## src/rtl/bus_matrix_req_ctrl.sv

```systemverilog
`timescale 1ns/1ps
`default_nettype none
// ============================================================================
// Module   : bus_matrix_req_ctrl
// Purpose  : Master-side request controller for one bus matrix master port.
//            Accepts a burst command, requests the slave from the per-slave
//            arbiter, holds the grant for the whole burst, sequences the
//            beats and then releases the request so the arbiter can
//            re-arbitrate on the following cycle.
// Ports    : clk, rst          - clock, synchronous active-high reset
//            cmd_valid_i/cmd_ready_o, cmd_addr_i, cmd_len_i
//                              - command handshake, start address, beats-1
//            req_o, hold_o     - request / hold-grant toward the arbiter
//            gnt_i             - this master's bit of the registered grant
//            bus_valid_o, bus_addr_o, bus_last_o, bus_ready_i
//                              - beat channel toward the slave
//            done_o, err_o     - completion / grant-timeout pulses
// Revision : 1.0 - initial release
// ============================================================================
module bus_matrix_req_ctrl #(
    parameter int ADDR_W      = 32,
    parameter int DATA_W      = 32,
    parameter int BURST_W     = 4,
    parameter int TIMEOUT_CYC = 0
) (
    input  logic               clk,
    input  logic               rst,
    input  logic               cmd_valid_i,
    output logic               cmd_ready_o,
    input  logic [ADDR_W-1:0]  cmd_addr_i,
    input  logic [BURST_W-1:0] cmd_len_i,
    output logic               req_o,
    output logic               hold_o,
    input  logic               gnt_i,
    output logic               bus_valid_o,
    output logic [ADDR_W-1:0]  bus_addr_o,
    output logic               bus_last_o,
    input  logic               bus_ready_i,
    output logic               done_o,
    output logic               err_o
);

    // Wait counter needs at least one bit even when the timeout is disabled.
    localparam int                  c_WAIT_W    = (TIMEOUT_CYC > 0) ? $clog2(TIMEOUT_CYC + 1) : 1;
    localparam bit                  c_TO_EN     = (TIMEOUT_CYC != 0);
    localparam logic [c_WAIT_W-1:0] c_WAIT_LAST = c_WAIT_W'((TIMEOUT_CYC > 0) ? (TIMEOUT_CYC - 1) : 0);
    localparam logic [c_WAIT_W-1:0] c_WAIT_MAX  = '1;
    localparam logic [ADDR_W-1:0]   c_STRIDE    = ADDR_W'(DATA_W / 8);

    typedef enum logic [1:0] {
        c_IDLE  = 2'd0,
        c_REQ   = 2'd1,
        c_BURST = 2'd2
    } state_t;

    state_t              r_state;
    logic [ADDR_W-1:0]   r_addr;
    logic [BURST_W-1:0]  r_len;
    logic [BURST_W-1:0]  r_beat;
    logic [c_WAIT_W-1:0] r_wait;
    logic                r_done;
    logic                r_err;

    logic w_active;
    logic w_bus_valid;
    logic w_last;
    logic w_accept;
    logic w_last_acc;
    logic w_timeout;

    assign w_active    = (r_state == c_REQ) || (r_state == c_BURST);
    // A dropped grant mid-burst simply pauses the beats.
    assign w_bus_valid = (r_state == c_BURST) && gnt_i;
    assign w_last      = w_bus_valid && (r_beat == r_len);
    assign w_accept    = w_bus_valid && bus_ready_i;
    assign w_last_acc  = w_accept && w_last;
    assign w_timeout   = c_TO_EN && (r_state == c_REQ) && !gnt_i && (r_wait == c_WAIT_LAST);

    // Request and hold drop combinationally in the last-beat cycle so the
    // arbiter re-arbitrates at that very edge. Hold is asserted from the first
    // granted REQ cycle so no other master can be granted before BURST.
    assign cmd_ready_o = (r_state == c_IDLE);
    assign req_o       = w_active && !w_last_acc;
    assign hold_o      = gnt_i && w_active && !w_last_acc;
    assign bus_valid_o = w_bus_valid;
    assign bus_addr_o  = r_addr;
    assign bus_last_o  = w_last;
    assign done_o      = r_done;
    assign err_o       = r_err;

    always_ff @(posedge clk) begin
        if (rst) begin
            r_state <= c_IDLE;
            r_addr  <= '0;
            r_len   <= '0;
            r_beat  <= '0;
            r_wait  <= '0;
            r_done  <= 1'b0;
            r_err   <= 1'b0;
        end else begin
            r_done <= 1'b0;
            r_err  <= 1'b0;
            case (r_state)
                c_IDLE: begin
                    if (cmd_valid_i) begin
                        r_addr  <= cmd_addr_i;
                        r_len   <= cmd_len_i;
                        r_beat  <= '0;
                        r_wait  <= '0;
                        r_state <= c_REQ;
                    end
                end
                c_REQ: begin
                    if (gnt_i) begin
                        r_state <= c_BURST;
                    end else if (w_timeout) begin
                        r_state <= c_IDLE;
                        r_err   <= 1'b1;
                    end else if (r_wait != c_WAIT_MAX) begin
                        r_wait <= r_wait + 1'b1;
                    end
                end
                c_BURST: begin
                    if (w_accept) begin
                        r_addr <= r_addr + c_STRIDE;
                        r_beat <= r_beat + 1'b1;
                        if (w_last) begin
                            r_state <= c_IDLE;
                            r_done  <= 1'b1;
                        end
                    end
                end
                default: r_state <= c_IDLE;
            endcase
        end
    end

endmodule
`default_nettype wire

```

## config.mk

```make
export PLATFORM = sky130hd
export DESIGN_NAME = bus_matrix_req_ctrl
export DESIGN_NICKNAME = d
export VERILOG_FILES = /design/src/rtl/bus_matrix_req_ctrl.sv
export SDC_FILE = /design/constraint.sdc
export NUM_CORES = 1
export LEC_CHECK = 0
export BUFFER_PORTS_ARGS = -buffer_cell sky130_fd_sc_hd__buf_2
export CAP_MARGIN = 30
export CELL_PAD_IN_SITES_DETAIL_PLACEMENT = 0
export CELL_PAD_IN_SITES_GLOBAL_PLACEMENT = 1
export CORE_MARGIN = 5
export CORE_UTILIZATION = 40
export DETAILED_ROUTE_END_ITERATION = 10
export PLACE_DENSITY = 0.95
export SETUP_SLACK_MARGIN = 0.2
export SYNTH_ARGS = -nofsm -noshare
export SYNTH_HDL_FRONTEND = slang
export SYNTH_SLANG_ARGS = --single-unit
```

## constraint.sdc

```tcl
create_clock -name clk -period 5.8 [get_ports clk]
set_input_delay 1.16 -clock clk [delete_from_list [all_inputs] [get_ports clk]]
set_output_delay 1.16 -clock clk [all_outputs]
set_load 0.02 [all_outputs]
```

==> results.py <==
metrics = {
    "place": {
        "portBuffers": 78,
        "place_area_um2": 3080,
        "dp_hpwl_um": 5430,
        "gp_congestion": 0.812,
        "placed_cells_incl_taps": 484,
    },
    "detailed_routing": {
        "drt_iter0_markers": 180,
        "drtAntennaViolNets": 0,
        "vias_per_cell": 5.75,
        "wl_um": 7740,
        "dr.pass1.iters": 5,
        "vias": 2829,
        "wl_per_cell_um": 15.7,
        "drc_errors": 0,
    },
    "clocking": {
        "cts_buffer_depth": 2,
        "clk_pin_slew_ns": 0.08,
        "hold_buffers": 0,
        "tritoncts": "done",
        "htree_levels": 2,
        "root_buffer": "clkbuf_8",
        "clock_latency_ns": 0.30,
        "cts_resized": 0,
        "post_cts_buffers": 0,
        "cts_sinks": 43,
        "numCtsBuffers": 5,
    },
    "setup_path": {
        "start_kind": "input port",
        "worstPathRequired_ns": 4.64,
        "crit_slowest_cell": "nor3_1",
        "crit_chain": "buf_2 -> inv_1 -> nor3_1 -> nand2_1 -> and3_1 -> buf_2",
        "r2r_start": "r_state[0]",
        "critPathMaxFanout": 4,
        "reg2regPathDepth": 8,
        "max_stage_delay_ns": 0.22,
        "critPathArrivalTime_ns": 2.00,
        "crit_path_end_kind": "primary output",
        "crit_family": "simple AND/OR/NAND/NOR gates",
        "reg2reg_slack_ns": 2.83,
        "path_class": "input port to primary output",
        "r2r-end": "bus_addr_o[17]",
        "cp.buffers_inverters": 3,
        "crit_path_frequent_cell": "buf_2",
    },
    "synthesis": {
        "synth-seq-cells": 43,
        "yosysWarnings": 0,
        "synth_area_leaders": "dfxtp_1 32%, a21oi_1 6.0%, nand2_1 5.3%, nand3_1 5.0%, ha_1 3.3%",
        "yosysTopAreaCell": "dfxtp_1",
        "yosysUniqueCellTypes": 52,
        "synthesis.nets": 397,
        "synth_async_sr_flop_share_pct": 0,
        "yosys.area.top_type_share_pct": 32.2,
        "synthCells": 349,
        "syn_area_per_cell_um2": 7.67,
        "synth_ff_type": "dfxtp_1",
        "syn_area_um2": 2680,
        "synth_seq_area_share_pct": 32.2,
        "synth_edf_count": 0,
    },
    "floorplanning": {
        "start_util_pct": 41.7,
        "die-area_um2": 8430,
        "dieWidth_um": 91.8,
        "boundaryPins": 80,
        "coreArea_um2": 6420,
        "die_y_um": 91.8,
        "rows": 29,
    },
    "sta": {
        "tightest_slew_ns": 0.860,
        "grt_setup_unrepaired": "false",
        "setup_violations": 0,
        "finalMaxSlewViolations": 0,
        "skew_ns": 0.0116,
        "post-route-period-util_pct": 54.4,
        "fmax_mhz": 317,
        "finalWorstPathRequiredPeriod_ns": 3.16,
        "tns_ns": 0,
        "hold_viol": 0,
        "slew_headroom_pct": 42.7,
    },
    "pwr": {
        "leakagePower_nw": 1.24,
        "peakVddDrop_mv": 0.387,
        "finalPower_mw": 1.45,
        "power_density_nw_per_um2": 454,
    },
    "global_route": {
        "grt_pass1_vias": 2692,
        "grt-ovfl-total": 0,
        "grt_antenna_before_repair": 0,
        "grt_max_degree": 53,
        "grt_pass1_wl_um": 12900,
        "track_usage_pct": 18.2,
    },
    "run": {
        "maxCapViolCount": 0,
    },
    "hold_path": {
        "hold_class": "register to register",
        "worstHoldStart": "bus_addr_o[0]",
        "hold_end": "bus_addr_o[0]",
        "hold_depth": 2,
    },
    "finish": {
        "stdcell_count": 492,
        "layout-drive-gt1-share_pct": 22.9,
        "antenna_cells": 0,
        "finalNetCount": 462,
        "final_area_um2": 3200,
        "areaGrowthSynthToFinish_pct": 19.6,
        "fillers": 644,
    },
    "status": {
        "status": "finished, final reports clean",
    },
}
how the worst max path moves through the flow:
stage                      from              to  slack (ns)  cells after the start
finish                    gnt_i          hold_o        2.64                      6
detailed placement  cmd_valid_i  bus_addr_o[17]        2.59                      6
floorplan                 gnt_i          hold_o        2.48                      4
global placement    cmd_valid_i  bus_addr_o[17]        2.65                      6
CTS                       gnt_i          hold_o        2.63                      6
global route              gnt_i          hold_o        2.51                      6
registers in the layout, summed over array words and instances, names as in the netlist:
signal and flops:
done_o 1, r_state 2, bus_addr_o 32, r_beat 4
r_len 4
tightest hold or removal path: cells and delay by family, from the launching register on:
kind	cells	cell delay (ns)
compound gates	1	0.05
flops	1	0.31
simple gates	1	0.05
cells in the final DEF, fill, tap and decap left out, types with 2 or more instances in the layout:
cell type / Yosys / layout
a211oi_1: 2 / 2
a21oi_1: 32 / 32
a22oi_1: 5 / 5
a2bb2oi_1: 3 / 3
a31oi_1: 10 / 10
and2_1: 7 / 7
and4_1: 5 / 5
buf_2: 1 / 78
buf_4: 1 / 2
clkbuf_8: 0 / 6
dfxtp_1: 43 / 43
ha_1: 7 / 7
inv_1: 9 / 9
mux2i_1: 8 / 8
nand2_1: 38 / 38
nand2b_1: 7 / 7
nand3_1: 27 / 27
nand4_1: 7 / 7
nand4b_1: 2 / 2
nor2_1: 19 / 19
nor2b_1: 6 / 6
nor3_1: 8 / 8
nor3b_1: 9 / 9
nor4_1: 7 / 7
o211ai_1: 3 / 3
o21ai_0: 14 / 14
o22ai_1: 7 / 7
o2bb2ai_1: 3 / 3
o31a_1: 3 / 3
o41ai_1: 2 / 2
or3_1: 6 / 6
or4_1: 6 / 6
or4_4: 2 / 2
xnor2_1: 4 / 4
cell families after synthesis:
group / count (synthesis) / synth area share [%]
simple gates: 163 / 33.7
buf+inv: 31 / 4.82
xor+xnor: 4 / 1.31
mux: 8 / 2.99
fa+ha+maj: 7 / 3.27
compound gates: 92 / 21.6
other cells: 1 / 0.140
flops: 43 / 32.2
cells in the mapped netlist (all sizes together) (8+ instances only):
cell and n:
nand2 38, a21oi 32, a31oi 10, inv 9, nand3 28, nor3b 9, nand4 8, mux2i 8
nor2 19, clkbuf 17, or4 8, o21ai 14, nor3 8, dfxtp 43
per-layer routing:
metal | global-route usage [%] | part of all wire, %
met5 | 0 | 0
met4 | 5.32 | 1.4
met3 | 5.40 | 7.2
met2 | 29.8 | 47
met1 | 23.2 | 44
cell type report:
class	instances	area [um2]	area share, %
inverters	9	33.8	1.06
multi-input cells	275	1690	52.7
well taps	77	96.3	3.01
flip-flops and latches	43	861	26.9
clock inverters	2	35.0	1.09
repair buffers	80	405	12.7
clock buffers	6	82.6	2.58
power by group:
| part | switching, mW | leakage [nW] | internal (mW) |
|---|---|---|---|
| clock network | 0.107 | 0.0612 | 0.139 |
| logic | 0.461 | 0.830 | 0.259 |
| registers | 0.110 | 0.353 | 0.378 |
| total | 0.678 | 1.24 | 0.776 |
metrics by stage:
step / hold slack [ns] / worst slack (ns) / utilization [%]
3_5_place_dp: 0.444 / 2.59 / 48.0
6_report: 0.454 / 2.64 / 49.8
4_1_cts: 0.458 / 2.63 / 49.8
3_3_place_gp: 0.439 / 2.65 / 48.0
5_1_grt: 0.493 / 2.51 / 49.8
2_1_floorplan: 0.449 / 2.48 / -
No activity file was read; power rests on OpenSTA's default activity.
